[config.mk]
export PLATFORM = sky130hd
export DESIGN_NAME = issue_reorder_window
export DESIGN_NICKNAME = d
export VERILOG_FILES = /design/src/rtl/issue_reorder_window.sv
export SDC_FILE = /design/constraint.sdc
export NUM_CORES = 1
export LEC_CHECK = 0
export ABC_AREA = 1
export BUFFER_PORTS_ARGS = -buffer_cell sky130_fd_sc_hd__buf_4
export CAP_MARGIN = 20
export CORE_UTILIZATION = 35
export DETAILED_ROUTE_END_ITERATION = 8
export GPL_ROUTABILITY_DRIVEN = 0
export PLACE_DENSITY_LB_ADDON = 0.15
export SYNTH_ARGS = -nofsm -noshare
export SYNTH_HDL_FRONTEND = slang
export SYNTH_SLANG_ARGS = --single-unit
[constraint.sdc]
create_clock -name clk_i -period 2.6 [get_ports clk_i]
set_input_delay 0.52 -clock clk_i [delete_from_list [all_inputs] [get_ports clk_i]]
set_output_delay 0.52 -clock clk_i [all_outputs]
set_load 0.01 [all_outputs]
[src/rtl/issue_reorder_window.sv]
// ----------------------------------------------------------------------------
// issue_reorder_window
//
// Small reorder buffer between decode and issue. It holds up to DEPTH decoded
// instructions in program order (slot 0 is the oldest). When empty, it passes
// the decode entry straight through to issue with zero latency. When the head
// is a LOAD/STORE stalled on a busy LSU, an independent younger ALU-type
// instruction may be offered ahead of it. This is bounded to MAX_BYPASS
// consecutive overtakes of the same head.
//
// Optional feature macro: ISSUE_REORDER_BYPASS_EN
//   defined   -> out-of-order bypass of a stalled LOAD/STORE head is enabled
//   undefined -> strict in-order FIFO with empty pass-through; lsu_ready_i
//                and debug_req_i are ignored
//
// Ports
//   clk_i                clock, all state changes on the rising edge
//   rst_ni               asynchronous active-low reset
//   flush_i              pipeline flush, drops all buffered entries
//   debug_req_i          debug request, forces strict program order
//   issue_entry_i        decoded instruction from decode
//   issue_entry_valid_i  decode entry is valid
//   is_ctrl_flow_i       decode entry is a control-flow instruction
//   issue_instr_ack_o    decode entry is consumed this cycle
//   issue_entry_o        entry offered to issue
//   issue_entry_valid_o  offered entry is valid
//   is_ctrl_flow_o       offered entry is a control-flow instruction
//   issue_instr_ack_i    issue consumed the offered entry
//   lsu_ready_i          LSU can accept a request
// ----------------------------------------------------------------------------
package issue_reorder_pkg;

    typedef enum logic [2:0] {
        FU_NONE      = 3'd0,
        FU_LOAD      = 3'd1,
        FU_STORE     = 3'd2,
        FU_ALU       = 3'd3,
        FU_CTRL_FLOW = 3'd4,
        FU_MULT      = 3'd5,
        FU_CSR       = 3'd6
    } fu_t;

    typedef struct packed {
        logic [7:0] tag;
        fu_t        fu;
        logic [4:0] rs1;
        logic [4:0] rs2;
        logic [4:0] rd;
    } scoreboard_entry_t;

endpackage

module issue_reorder_window
    import issue_reorder_pkg::*;
#(
    parameter int DEPTH      = 4,
    parameter int MAX_BYPASS = 3
) (
    input  logic              clk_i,
    input  logic              rst_ni,
    input  logic              flush_i,
    input  logic              debug_req_i,
    input  scoreboard_entry_t issue_entry_i,
    input  logic              issue_entry_valid_i,
    input  logic              is_ctrl_flow_i,
    output logic              issue_instr_ack_o,
    output scoreboard_entry_t issue_entry_o,
    output logic              issue_entry_valid_o,
    output logic              is_ctrl_flow_o,
    input  logic              issue_instr_ack_i,
    input  logic              lsu_ready_i
);

    localparam int CW = $clog2(DEPTH + 1);
    localparam int IW = $clog2(DEPTH);
    localparam logic [CW-1:0] DEPTH_C = CW'(DEPTH);

    scoreboard_entry_t entries_q  [DEPTH];
    scoreboard_entry_t entries_d  [DEPTH];
    logic              ctrlFlow_q [DEPTH];
    logic              ctrlFlow_d [DEPTH];
    logic [CW-1:0]     count_q;
    logic [CW-1:0]     count_d;
    logic [CW-1:0]     postPopCount;

    logic [IW-1:0]     offerIdx;
    scoreboard_entry_t offeredEntry;
    logic              offeredCtrl;
    logic              bufEmpty;
    logic              popStored;
    logic              pushTail;

`ifdef ISSUE_REORDER_BYPASS_EN
    localparam int BW = $clog2(MAX_BYPASS + 1);
    localparam logic [BW-1:0] MAX_BYPASS_C = BW'(MAX_BYPASS);

    logic [BW-1:0] bypassCnt_q;
    logic [BW-1:0] bypassCnt_d;
    logic          headIsMem;
    logic          candFound;
    logic          clash;

    // A younger op may only overtake if it is neither a memory op nor a
    // control-flow op; those always stay in program order.
    function automatic logic isPlainOp(input fu_t fu);
        return (fu != FU_LOAD) && (fu != FU_STORE) && (fu != FU_CTRL_FLOW);
    endfunction

    // Any register overlap between a younger and an older entry blocks the
    // younger one: RAW, WAR and WAW, full index compare, x0 included.
    function automatic logic hazard(input scoreboard_entry_t young,
                                    input scoreboard_entry_t old);
        return (young.rs1 == old.rd)  || (young.rs2 == old.rd) ||
               (young.rd  == old.rs1) || (young.rd  == old.rs2) ||
               (young.rd  == old.rd);
    endfunction

    // Pick which slot to offer. Normally the head; if the head is a LOAD or
    // STORE that cannot go (LSU busy), not in debug mode and the overtake
    // budget is not used up, the oldest hazard-free plain op behind it wins.
    always_comb begin
        offerIdx  = '0;
        candFound = 1'b0;
        clash     = 1'b0;
        headIsMem = (entries_q[0].fu == FU_LOAD) || (entries_q[0].fu == FU_STORE);
        if (headIsMem && !lsu_ready_i && !debug_req_i && (bypassCnt_q < MAX_BYPASS_C)) begin
            for (int k = 1; k < DEPTH; k++) begin
                if (!candFound && (k < int'(count_q)) && isPlainOp(entries_q[k].fu)) begin
                    clash = 1'b0;
                    for (int j = 0; j < k; j++) begin
                        if (hazard(entries_q[k], entries_q[j])) begin
                            clash = 1'b1;
                        end
                    end
                    if (!clash) begin
                        candFound = 1'b1;
                        offerIdx  = IW'(k);
                    end
                end
            end
        end
    end
`else
    // Without the bypass feature the head is always the offered slot, and the
    // LSU/debug inputs have no effect.
    logic unused_inputs;
    assign unused_inputs = lsu_ready_i ^ debug_req_i;

    always_comb begin
        offerIdx = '0;
    end
`endif

    // Output side: pass-through when empty, otherwise the selected slot.
    // A flush kills both handshakes for this cycle.
    always_comb begin
        bufEmpty     = (count_q == '0);
        offeredEntry = '0;
        offeredCtrl  = 1'b0;
        for (int i = 0; i < DEPTH; i++) begin
            if (IW'(i) == offerIdx) begin
                offeredEntry = entries_q[i];
                offeredCtrl  = ctrlFlow_q[i];
            end
        end

        issue_instr_ack_o = (count_q < DEPTH_C) && !flush_i;

        if (bufEmpty) begin
            issue_entry_o       = issue_entry_i;
            is_ctrl_flow_o      = is_ctrl_flow_i;
            issue_entry_valid_o = issue_entry_valid_i && !flush_i;
        end else begin
            issue_entry_o       = offeredEntry;
            is_ctrl_flow_o      = offeredCtrl;
            issue_entry_valid_o = !flush_i;
        end

        // A stored entry leaves only when the buffer was non-empty; when empty,
        // an acknowledged input goes straight through and is never stored.
        popStored = !bufEmpty && !flush_i && issue_instr_ack_i;
        pushTail  = issue_entry_valid_i && issue_instr_ack_o &&
                    !(bufEmpty && issue_instr_ack_i);
    end

    // Next storage contents: close the gap left by the removed slot by
    // shifting everything behind it down one, then append the new entry at
    // the first free slot after that removal.
    always_comb begin
        for (int i = 0; i < DEPTH; i++) begin
            entries_d[i]  = entries_q[i];
            ctrlFlow_d[i] = ctrlFlow_q[i];
        end
        for (int i = 0; i < DEPTH - 1; i++) begin
            if (popStored && (IW'(i) >= offerIdx)) begin
                entries_d[i]  = entries_q[i+1];
                ctrlFlow_d[i] = ctrlFlow_q[i+1];
            end
        end
        if (popStored) begin
            entries_d[DEPTH-1]  = '0;
            ctrlFlow_d[DEPTH-1] = 1'b0;
        end

        postPopCount = count_q - CW'(popStored);
        for (int i = 0; i < DEPTH; i++) begin
            if (pushTail && (CW'(i) == postPopCount)) begin
                entries_d[i]  = issue_entry_i;
                ctrlFlow_d[i] = is_ctrl_flow_i;
            end
        end

        if (flush_i) begin
            count_d = '0;
        end else begin
            count_d = postPopCount + CW'(pushTail);
        end
    end

`ifdef ISSUE_REORDER_BYPASS_EN
    // Overtake budget: grows with every acknowledged overtake, restarts when
    // the head itself leaves, on flush, or whenever the buffer drains.
    always_comb begin
        bypassCnt_d = bypassCnt_q;
        if (flush_i || (count_d == '0)) begin
            bypassCnt_d = '0;
        end else if (popStored) begin
            if (offerIdx == '0) begin
                bypassCnt_d = '0;
            end else begin
                bypassCnt_d = bypassCnt_q + BW'(1);
            end
        end
    end

    always_ff @(posedge clk_i or negedge rst_ni) begin
        if (!rst_ni) begin
            bypassCnt_q <= '0;
        end else begin
            bypassCnt_q <= bypassCnt_d;
        end
    end
`endif

    // State registers; reset discards everything that was buffered.
    always_ff @(posedge clk_i or negedge rst_ni) begin
        if (!rst_ni) begin
            count_q <= '0;
            for (int i = 0; i < DEPTH; i++) begin
                entries_q[i]  <= '0;
                ctrlFlow_q[i] <= 1'b0;
            end
        end else begin
            count_q <= count_d;
            for (int i = 0; i < DEPTH; i++) begin
                entries_q[i]  <= entries_d[i];
                ctrlFlow_q[i] <= ctrlFlow_d[i];
            end
        end
    end

endmodule

==> flow_summary_export.csv, run 1 <==
group,metric,value,unit
finish,layout-drive-gt1-share,0.133,
placed_design,hpwl,10500,um
floorplan,core_area,17200,um2
routing,drc,0,
clock_tree,clkLatencyLatePin,0.35,ns
grt,grt_start_max_net_pins,82,
routing,detail_route.first_pass.iterations,7,
floorplan,design.portCount,63,
sta,hold_viol_final,0,
synthesis,synth_nets,899,
sta,timing.final.crit_share,0.930,
finish,flow.area_growth_from_synthesis,15.3,%
floorplan,dieWidth,135,um
floorplan,die-area,18100,um2
sta,pin_slew_with_the_least_headroom_to_its_limit,0.879,ns
sta,slew_headroom,0.414,
sta,grt_setup_unrepaired,"no",
placed_design,buffer_ports.inserted,60,
pwr,vdd.ir_drop.worst,0.000414,V
routing,route.antenna.remaining_nets,0,
routing,route.detailed.wl_per_inst,14.6,um
routing,postRouteWirelength,16500,um
grt,antenna_violations_before_repair,0,
clock_tree,cts.reportedPaths.clkPinSlew,0.07,ns
synthesis,syn_area,6150,um2
pwr,cellPowerDensity,861,nW/um2
finish,stdcell_area,7100,um2
grt,globalRouteOverflowTotal,0,
clock_tree,cts_made_buffers,9,
floorplan,row_count,48,
synthesis,synth_area_leader_cell,"sky130_fd_sc_hd__dfrtp_1",
clock_tree,cts_tree,"done",
finish,antennaDiodeCount,0,
sta,post-route-min-period,2.42,ns
synthesis,post_synth.cell_area_avg,7.13,um2
routing,via_per_inst,4.76,
synthesis,ys_seq_area_frac,0.451,
clock_tree,clock_path_buffers,2,
pwr,leakage,3.58,nW
sta,tns,0,ns
routing,vias,5391,
run,drv_cap,0,
worst_setup_path,critPathMaxFanout,54,
synthesis,commonest_cells_in_the_netlist,"sky130_fd_sc_hd__nand2_1 (411), sky130_fd_sc_hd__dfrtp_1 (111), sky130_fd_sc_hd__nand3_1 (107)",
worst_setup_path,cpMostUsedCell,"sky130_fd_sc_hd__buf_4",
synthesis,distinct_cells_synth,28,
clock_tree,clock-sinks,111,
floorplan,initial_utilization,0.357,
synthesis,ys_async_sr_fraction,1.00,
finish,nets,939,
worst_setup_path,worst_ep_arrival_time,1.90,ns
worst_setup_path,cp_slowest_cell,"sky130_fd_sc_hd__dfrtp_1",
grt,first_global_vias,5006,
placed_design,dpl_cell_area,6760,um2
synthesis,ys_warn_count,0,
synthesis,dominantRegCellSynth,"sky130_fd_sc_hd__dfrtp_1",
clock_tree,cts.hold.buffers_added,0,
clock_tree,htreeDepth,3,
synthesis,yosys-top-cells-area,"sky130_fd_sc_hd__dfrtp_1 (45%), sky130_fd_sc_hd__nand2_1 (25%), sky130_fd_sc_hd__nand3_1 (8.7%), sky130_fd_sc_hd__o21ai_0 (8.6%), sky130_fd_sc_hd__inv_1 (2.3%)",
synthesis,synth-edff-count,0,
clock_tree,cts_root_buf,"sky130_fd_sc_hd__clkbuf_16",
worst_setup_path,crit_path_end_kind,"output port",
worst_setup_path,crit_chain,"nor2_2, nand2_2, buf_4, o21ai_0, buf_4",
synthesis,synth_most_common_cell,"sky130_fd_sc_hd__nand2_1",
sta,max_clock_freq,414,MHz
grt,grt_first_pass_wirelength,27000,um
grt,grt_use_total,0.190,
routing,first_iter_violations,303,
synthesis,synth-seq-cells,111,
hold_path,hold_class,"primary input to async pin",
worst_setup_path,critical_path.startpoint_type,"flop",
sta,finalMaxSlewViolations,0,
sta,setup-violations-final,0,
worst_setup_path,path_class,"flop to output port",
synthesis,synth_top_area_frac,0.451,
floorplan,die_h,135,um
worst_setup_path,worst-endpoint-required,2.08,ns
synthesis,syn_inst,863,
worst_setup_path,worstRegToRegCells,14,
worst_setup_path,timing.critical_path.slowest_cell_delay,0.39,ns
sta,clock-skew-final,0.00571,ns
status,status,"complete, no violations",
## layout by cell type, fill, tap and decap left out
| cell type | instances |
|---|---|
| sky130_fd_sc_hd__nand2_4 | 2 |
| sky130_fd_sc_hd__nand2_1 | 411 |
| sky130_fd_sc_hd__nand3_2 | 2 |
| sky130_fd_sc_hd__buf_4 | 80 |
| sky130_fd_sc_hd__a31oi_1 | 1 |
| sky130_fd_sc_hd__clkbuf_8 | 1 |
| sky130_fd_sc_hd__nor2_8 | 4 |
| sky130_fd_sc_hd__xnor2_4 | 1 |
| sky130_fd_sc_hd__a21oi_1 | 2 |
| sky130_fd_sc_hd__o21ai_1 | 3 |
| sky130_fd_sc_hd__inv_2 | 3 |
| sky130_fd_sc_hd__nand2_2 | 5 |
| sky130_fd_sc_hd__buf_12 | 4 |
| sky130_fd_sc_hd__a21oi_2 | 1 |
| sky130_fd_sc_hd__nor2_2 | 1 |
| sky130_fd_sc_hd__clkbuf_1 | 3 |
| sky130_fd_sc_hd__o21ai_0 | 105 |
| sky130_fd_sc_hd__nand4_1 | 1 |
| sky130_fd_sc_hd__inv_1 | 37 |
| sky130_fd_sc_hd__inv_4 | 4 |
| sky130_fd_sc_hd__nand3_1 | 107 |
| sky130_fd_sc_hd__bufinv_16 | 1 |
| sky130_fd_sc_hd__dfrtp_1 | 111 |
| sky130_fd_sc_hd__clkinv_2 | 1 |
| sky130_fd_sc_hd__nor2_1 | 4 |
| sky130_fd_sc_hd__nor2_4 | 1 |
| sky130_fd_sc_hd__ha_1 | 2 |
| sky130_fd_sc_hd__clkbuf_16 | 9 |
| sky130_fd_sc_hd__clkinvlp_4 | 1 |
## timing repair
item                                   4_1_cts  5_1_grt
setup buffers                                0        2
gates resized for setup                      0        4
endpoints found under the hold margin        0        0
setup endpoints to repair                    0       41
## cells by family after synthesis
| family | Yosys count | share of synthesized area |
|---|---|---|
| buffers and inverters | 99 | 0.0817 |
| and+or+nand+nor | 538 | 0.368 |
| adders and majority gates | 2 | 0.00407 |
| DFF | 111 | 0.451 |
| AOI/OAI and AO/OA | 112 | 0.0919 |
| xor gates and xnor gates | 1 | 0.00264 |
## layout make-up
cell class | count | area (um2)
clock buffer | 13 | 250
clock inverter | 3 | 42.5
fill | 1857 | 10100
inverter | 44 | 175
multi-input combinational | 653 | 2890
sequential | 111 | 2780
tap | 225 | 282
timing repair buffer | 84 | 681
## state kept, by name, summed over array words and instances (netlist names)
signal / cells
count_q: 3
offeredCtrl: 1
entries_q: 104
ctrlFlow_q: 3
## where the power goes
part	internal (mW)	switching (mW)	total [mW]
Combinational	0.790	1.30	2.09
Sequential	2.32	0.299	2.62
Clock	0.775	0.629	1.40
Total	3.89	2.22	6.11
## metal layers
metal,up-vias,GRT usage,part of all wire
met4,0,0.0437,0.0093
met1,2460,0.288,0.52
met3,9,0.0285,0.042
met2,101,0.284,0.43
met5,-,0,0
li1,2821,-,-
## path summary, 6_finish.rpt
path | start | end | slack, ns
setup / recovery | count_q[0] | issue_entry_o[24] | 0.18
hold / removal | rst_ni | entries_q[25] | 0.14
setup reg to reg | count_q[0] | entries_q[53] | 0.24
hold reg to reg | entries_q[54] | entries_q[54] | 0.50
max in group asynchronous | rst_ni | count_q[1] | 1.83
min in group clk_i | flush_i | count_q[2] | 0.35
## through the flow
step                       util  std cells  hold slack [ns]  total power, mW  setup slack [ns]
after floorplan               -        863            0.224             3.99            0.0857
after global placement    0.392       1115            0.481             4.72            0.0881
after detailed placement  0.392       1115            0.487             4.76            0.0785
after CTS                 0.409       1131            0.157             6.17             0.116
after global routing      0.412       1133            0.170             6.57            0.0251
final                     0.412       1133            0.144             6.11             0.182
## worst max-delay path: cells and delay by family (launching register included)
kind	cells	cell delay [ns]
flops	1	0.39
buf+inv	2	0.48
compound gates	1	0.36
simple gates	2	0.31
Note: power is estimated with default switching activity, not from simulation.
==> inputs of run 2 (changes only) <==
Settings changed: ABC_AREA 1 to not set, BUFFER_PORTS_ARGS -buffer_cell sky130_fd_sc_hd__buf_4 to not set, DONT_BUFFER_PORTS set to 1, HOLD_SLACK_MARGIN set to 0.12.
==> run 2 against run 1 <==
Against the previous run: the flow now finishes with violations (hold timing); clock-buffer cell count decreased by 2; critical path depth decreased by 1; register-to-register slack got worse by 0.15 ns; largest power group unchanged; highest routed layer unchanged.
==> flow_summary_export.csv, run 2 <==
group,metric,value,unit
grt,grt.met1_usage,0.278,
floorplan,die-area,18400,um2
finish,register_area,2780,um2
grt,grt_start_max_net_pins,139,
finish,postLayoutCoreUtil,0.392,
sta,timing.final.crit_share,0.993,
synthesis,dominantRegCellSynth,"sky130_fd_sc_hd__dfrtp_1",
synthesis,syn_area,6250,um2
floorplan,dieWidth,136,um
routing,postRouteWirelength,17400,um
synthesis,synth-seq-cells,111,
synthesis,yosys-top-cells-area,"sky130_fd_sc_hd__dfrtp_1 (44%), sky130_fd_sc_hd__or3b_2 (11%), sky130_fd_sc_hd__o21ai_0 (8.7%), sky130_fd_sc_hd__a31oi_1 (8.1%), sky130_fd_sc_hd__nor4_1 (8.1%)",
routing,route.detailed.wl_per_inst,20.8,um
routing,vias,5112,
routing,first_iter_violations,399,
clock_tree,cts_made_buffers,9,
finish,fill_cells,1728,
sta,setup-violations-final,0,
sta,post-route-min-period,2.58,ns
grt,antenna_violations_before_repair,0,
grt,grt.busiest_layer,"met2",
synthesis,syn_inst,656,
sta,max_clock_freq,387,MHz
grt,use_met2,0.300,
pwr,vdd.ir_drop.worst,0.000488,V
synthesis,ys_seq_area_frac,0.445,
sta,worst_hold_margin,-0.130,ns
sta,clock-skew-final,0.0118,ns
finish,layout-drive-gt1-share,0.246,
grt,grt_use_total,0.195,
status,violations,"hold timing",
routing,via_per_inst,6.10,
clock_tree,cts_root_buf,"sky130_fd_sc_hd__clkbuf_16",
worst_setup_path,path_class,"flop to output port",
synthesis,distinct_cells_synth,26,
worst_setup_path,worst-endpoint-required,2.08,ns
pwr,cellPowerDensity,943,nW/um2
floorplan,die_h,136,um
grt,globalRouteOverflowTotal,0,
finish,biggest_registers_after_layout,"entries_q x104, count_q x3, ctrlFlow_q x3",
synthesis,ys_warn_count,0,
sta,finalMaxSlewViolations,0,
finish,layout.cells.most_common_list,"sky130_fd_sc_hd__dfrtp_1 (111), sky130_fd_sc_hd__o21ai_0 (108), sky130_fd_sc_hd__nor4_1 (81), sky130_fd_sc_hd__a31oi_1 (81), sky130_fd_sc_hd__or3b_2 (75)",
synthesis,ys_async_sr_fraction,1.00,
finish,largest_register,"entries_q",
clock_tree,clock-sinks,111,
floorplan,initial_utilization,0.360,
run,drv_cap,0,
clock_tree,post-cts-setup-buffer-count,0,
finish,max_reg_flops,104,
sta,pin_slew_with_the_least_headroom_to_its_limit,0.927,ns
routing,detail_route.first_pass.iterations,5,
worst_setup_path,worst_ep_arrival_time,2.06,ns
synthesis,commonest_cells_in_the_netlist,"sky130_fd_sc_hd__dfrtp_1 (111), sky130_fd_sc_hd__o21ai_0 (108), sky130_fd_sc_hd__a31oi_1 (81), sky130_fd_sc_hd__nor4_1 (81), sky130_fd_sc_hd__clkbuf_1 (78)",
sta,grt_setup_unrepaired,"yes",
routing,drc,0,
routing,route.antenna.remaining_nets,0,
placed_design,placed_cells_incl_taps,821,
finish,antennaDiodeCount,0,
pwr,leakage,2.74,nW
clock_tree,cts.reportedPaths.clkPinSlew,0.07,ns
grt,met3_usage,0.0281,
synthesis,synth_top_area_frac,0.445,
worst_setup_path,critPathMaxFanout,138,
grt,first_global_vias,4956,
sta,slew_headroom,0.382,
finish,final_non_filler_cell_total,838,
floorplan,row_count,48,
placed_design,buffer_ports.inserted,0,
worst_setup_path,critical_path.startpoint_type,"flop",
clock_tree,cts_tree,"done",
pwr,totalPowerFinal,6.42,mW
worst_setup_path,crit_path_end_kind,"output port",
clock_tree,htreeDepth,3,
finish,layout.cells.most_common,"sky130_fd_sc_hd__dfrtp_1",
synthesis,synth_area_leader_cell,"sky130_fd_sc_hd__dfrtp_1",
finish,multi_input_comb_area,3090,um2
synthesis,synth_most_common_cell,"sky130_fd_sc_hd__dfrtp_1",
hold_path,hold_class,"primary input to async pin",
synthesis,synth-edff-count,0,
floorplan,design.portCount,63,
synthesis,synth_nets,692,
finish,nets,644,
clock_tree,clock_path_buffers,2,
clock_tree,clkLatencyLatePin,0.36,ns
synthesis,post_synth.cell_area_avg,9.53,um2
placed_design,hpwl,9150,um
floorplan,core_area,17400,um2
grt,grt_first_pass_wirelength,27900,um
finish,flow.area_growth_from_synthesis,8.93,%
status,status,"finished, violations left",
sta,hold_viol_final,111,
[run 2: cell types whose count changed after synthesis, moves of 7 or more]
| cell | change |
|---|---|
| sky130_fd_sc_hd__nand3_1 | -107 |
| sky130_fd_sc_hd__buf_6 | -7 |
| sky130_fd_sc_hd__a31oi_1 | +80 |
| sky130_fd_sc_hd__nand2_1 | -411 |
| sky130_fd_sc_hd__clkbuf_1 | +60 |
| sky130_fd_sc_hd__nor4_1 | +81 |
| sky130_fd_sc_hd__buf_2 | -9 |
| sky130_fd_sc_hd__or3b_2 | +75 |
| sky130_fd_sc_hd__mux2i_1 | +27 |
| sky130_fd_sc_hd__inv_1 | -7 |
| sky130_fd_sc_hd__buf_1 | -7 |
| sky130_fd_sc_hd__or3b_1 | +8 |
| sky130_fd_sc_hd__mux2_2 | +27 |
[run 2: final cells by class]
class                           instances  area share
Tap cell                              225      0.0414
Inverter                               30      0.0165
Clock buffer                           11      0.0357
Multi-Input combinational cell        431       0.453
Timing Repair Buffer                   25      0.0404
Clock inverter                          5     0.00460
Sequential cell                       111       0.408
[run 2: layer usage]
metal	vias to the layer above	wire (um)
li1	2374	-
met1	2579	8410
met2	141	7960
met3	18	767
met4	0	262
met5	-	0
[run 2: final timing paths]
check,startpoint,end,slack [ns],cells after the start
max reg2reg,count_q[2],entries_q[12],0.09,7
max in group asynchronous,rst_ni,count_q[2],2.55,0
min reg2reg,entries_q[11],entries_q[11],0.54,2
min in group clk_i,flush_i,count_q[0],0.24,1
max,count_q[2],issue_entry_o[11],0.02,4
min,rst_ni,entries_q[70],-0.13,0
[run 2: worst max-delay path, stage by stage, from the launching register on]
cell	delay [ns]
sky130_fd_sc_hd__dfrtp_1	0.42
sky130_fd_sc_hd__nor3_4	0.26
sky130_fd_sc_hd__buf_4	0.19
sky130_fd_sc_hd__buf_16	0.34
sky130_fd_sc_hd__mux2_2	0.45
[run 2: kinds of logic after synthesis]
kind of cell | share of synthesized area
buffers and inverters | 0.0725
AOI/OAI and AO/OA | 0.172
DFF | 0.445
and+or+nand+nor | 0.214
adders and majority gates | 0.00400
xor gates and xnor gates | 0.00140
muxes | 0.0919
[run 2: through the flow]
step	setup WS (ns)	TNS, ns	area, um2
2_1_floorplan	-0.311	-14.98	6400
3_3_place_gp	-0.0134	-0.112	6480
3_5_place_dp	-0.0405	-0.797	6480
4_1_cts	0.0165	0	6800
5_1_grt	-0.0649	-1.35	6810
6_report	0.0174	0	6810
[run 2: report_power, final]
group          internal, mW  leakage [nW]  total (mW)  switching (mW)
Combinational         0.982          1.18        2.39            1.41
Sequential             2.41          1.43        2.69           0.278
Clock                 0.677         0.136        1.34           0.663
[run 2: repair_timing]
item	CTS	global route
gates resized for setup	3	5
hold endpoints to repair	111	111
cloned	1	0
pin swaps	0	2
endpoints found under the setup margin	33	67
==> inputs of run 3 (changes only) <==
Settings changed: MAX_ROUTING_LAYER set to met4, PLACE_DENSITY set to 0.49, PLACE_DENSITY_LB_ADDON 0.15 to not set.
==> run 3 against run 2 <==
Against the previous run: the flow finishes with violations (hold timing, setup timing); clock skew is 0.0041 ns lower; final cell count stayed put; routed wire length down 1.1%; utilization fell by 0.087 points; first-iteration DRC count is 4.0% higher; via count shrank 0.27%; critical path depth unchanged; worst setup slack worse by 0.032 ns; combinational power about the same; cell area fell by 0.22%; sequential power is essentially flat.
==> flow_summary_export.csv, run 3 (synthesis results as in run 2) <==
group,metric,value,unit
sta,worst_hold_margin,-0.135,ns
worst_setup_path,path_class,"flop to output port",
grt,met3_usage,0.0262,
floorplan,row_count,48,
clock_tree,htreeDepth,3,
placed_design,placed_cells_incl_taps,823,
pwr,totalPowerFinal,6.45,mW
routing,via_per_inst,6.08,
worst_setup_path,worst_ep_arrival_time,2.09,ns
sta,pin_slew_with_the_least_headroom_to_its_limit,0.900,ns
sta,finalMaxSlewViolations,0,
clock_tree,cts.reportedPaths.clkPinSlew,0.07,ns
worst_setup_path,worst-endpoint-required,2.08,ns
finish,layout-drive-gt1-share,0.246,
routing,postRouteWirelength,17200,um
finish,multi_input_comb_area,3090,um2
finish,nets,645,
finish,register_area,2780,um2
grt,grt.met1_usage,0.267,
clock_tree,cts_root_buf,"sky130_fd_sc_hd__clkbuf_16",
sta,max_clock_freq,382,MHz
routing,vias,5098,
grt,grt_use_total,0.197,
sta,hold_viol_final,111,
floorplan,initial_utilization,0.360,
grt,grt_start_max_net_pins,147,
floorplan,die_h,136,um
status,violations,"hold timing, setup timing",
pwr,cellPowerDensity,950,nW/um2
pwr,power_switching_share,0.365,
pwr,power.internal,4.10,mW
routing,route.detailed.wl_per_inst,20.5,um
sta,post-route-min-period,2.61,ns
clock_tree,cts_made_buffers,9,
floorplan,dieWidth,136,um
pwr,seq_power_share,0.419,
worst_setup_path,critical_path.startpoint_type,"flop",
pwr,vdd.ir_drop.worst,0.000488,V
run,drv_cap,0,
grt,use_met2,0.301,
pwr,leakage,2.74,nW
sta,timing.final.crit_share,1.01,
finish,fill_cells,1679,
finish,layout.cells.most_common,"sky130_fd_sc_hd__dfrtp_1",
worst_setup_path,crit_path_end_kind,"output port",
placed_design,hpwl,9240,um
placed_design,buffer_ports.inserted,0,
sta,slew_headroom,0.400,
sta,timing.final.ws_setup,-0.0148,ns
clock_tree,clkLatencyLatePin,0.35,ns
worst_setup_path,crit-reg2reg-launch,"count_q[2]",
grt,first_global_vias,4926,
finish,antennaDiodeCount,0,
sta,clock-skew-final,0.00768,ns
grt,grt.busiest_layer,"met2",
finish,biggest_registers_after_layout,"entries_q x104, count_q x3, ctrlFlow_q x3",
clock_tree,clock-sinks,111,
worst_setup_path,worstRegToRegCells,8,
finish,postLayoutCoreUtil,0.391,
hold_path,hold_class,"primary input to async pin",
sta,grt_setup_unrepaired,"yes",
pwr,clockPowerShare,0.209,
routing,route.antenna.remaining_nets,0,
routing,first_iter_violations,415,
grt,globalRouteOverflowTotal,0,
finish,final_non_filler_cell_total,838,
pwr,combinational_share_of_power,0.372,
finish,stdcell_area,6790,um2
floorplan,core_area,17400,um2
finish,flow.area_growth_from_synthesis,8.69,%
placed_design,dpl_cell_area,6480,um2
floorplan,design.portCount,63,
sta,setup-violations-final,1,
finish,layout.cells.most_common_list,"sky130_fd_sc_hd__dfrtp_1 (111), sky130_fd_sc_hd__o21ai_0 (108), sky130_fd_sc_hd__nor4_1 (81), sky130_fd_sc_hd__a31oi_1 (81), sky130_fd_sc_hd__or3b_2 (75)",
grt,grt_first_pass_wirelength,27600,um
clock_tree,clock_path_buffers,2,
worst_setup_path,critPathMaxFanout,146,
grt,antenna_violations_before_repair,0,
worst_setup_path,reg2reg_to,"entries_q[61]",
floorplan,die-area,18400,um2
clock_tree,cts_tree,"done",
finish,max_reg_flops,104,
worst_setup_path,reg2reg_setup_slack,0.14,ns
pwr,net-switching-power,2.35,mW
routing,drc,0,
routing,detail_route.first_pass.iterations,4,
status,status,"finished, violations left",
finish,largest_register,"entries_q",
## run 3: cell count changes in the layout (fill, tap and decap cells not counted)
cell | before | now
sky130_fd_sc_hd__buf_6 | 1 | 0
sky130_fd_sc_hd__buf_16 | 2 | 1
sky130_fd_sc_hd__clkinv_2 | 3 | 2
sky130_fd_sc_hd__clkinvlp_4 | 1 | 0
sky130_fd_sc_hd__inv_6 | 1 | 0
sky130_fd_sc_hd__clkbuf_8 | 2 | 3
sky130_fd_sc_hd__buf_4 | 18 | 21
sky130_fd_sc_hd__clkinv_4 | 0 | 1
## run 3: layer usage
| layer | vias to the layer above | part of all wire |
|---|---|---|
| met5 | - | 0 |
| met4 | 0 | 0.018 |
| met1 | 2573 | 0.47 |
| li1 | 2381 | - |
| met2 | 121 | 0.47 |
| met3 | 23 | 0.037 |
## run 3: through the flow
| stage | setup slack (ns) | setup TNS, ns |
|---|---|---|
| floorplan | -0.311 | -14.98 |
| global placement | 0.00634 | 0 |
| detailed placement | -0.00868 | -0.0363 |
| CTS | 0.000197 | 0 |
| global route | -0.0659 | -0.796 |
| finish | -0.0148 | -0.0148 |
## run 3: worst max path at each step
stage	start	to	slack, ns	cells past startpoint
final	count_q[2]	issue_entry_o[12]	-0.01	4
after global routing	count_q[2]	issue_entry_o[12]	-0.07	4
after CTS	count_q[0]	issue_entry_o[12]	0.0002	4
after detailed placement	flush_i	entries_q[13]	-0.009	7
after global placement	flush_i	entries_q[21]	0.006	7
after floorplan	count_q[0]	entries_q[10]	-0.31	12
## run 3: worst max-delay path: stages (launching register included)
cell                      delay [ns]
sky130_fd_sc_hd__dfrtp_1        0.41
sky130_fd_sc_hd__nor3_4         0.24
sky130_fd_sc_hd__buf_4          0.17
sky130_fd_sc_hd__buf_16         0.31
sky130_fd_sc_hd__mux2_2         0.46
## run 3: repair_timing
item | in CTS | in global routing
setup buffers | 0 | 0
endpoints found under the hold margin | 111 | 111
gates resized for setup | 1 | 8
gates cloned | 0 | 0
setup endpoints to repair | 10 | 73
pin swaps | 0 | 1
## run 3: power groups by stage
stage | Combinational [mW] | Sequential [mW] | Clock [mW]
6_report | 2.40 | 2.70 | 1.35
5_1_grt | 2.62 | 2.79 | 1.46
4_1_cts | 2.38 | 2.70 | 1.39
3_5_place_dp | 2.36 | 2.73 | 0
3_3_place_gp | 2.31 | 2.71 | 0
2_1_floorplan | 1.91 | 2.63 | 0
## run 3: cell type report
type                            count  share of cell area
Timing Repair Buffer               26              0.0381
Clock inverter                      3             0.00276
Sequential cell                   111               0.409
Tap cell                          225              0.0415
Clock buffer                       12              0.0378
Inverter                           30              0.0166
Multi-Input combinational cell    431               0.454
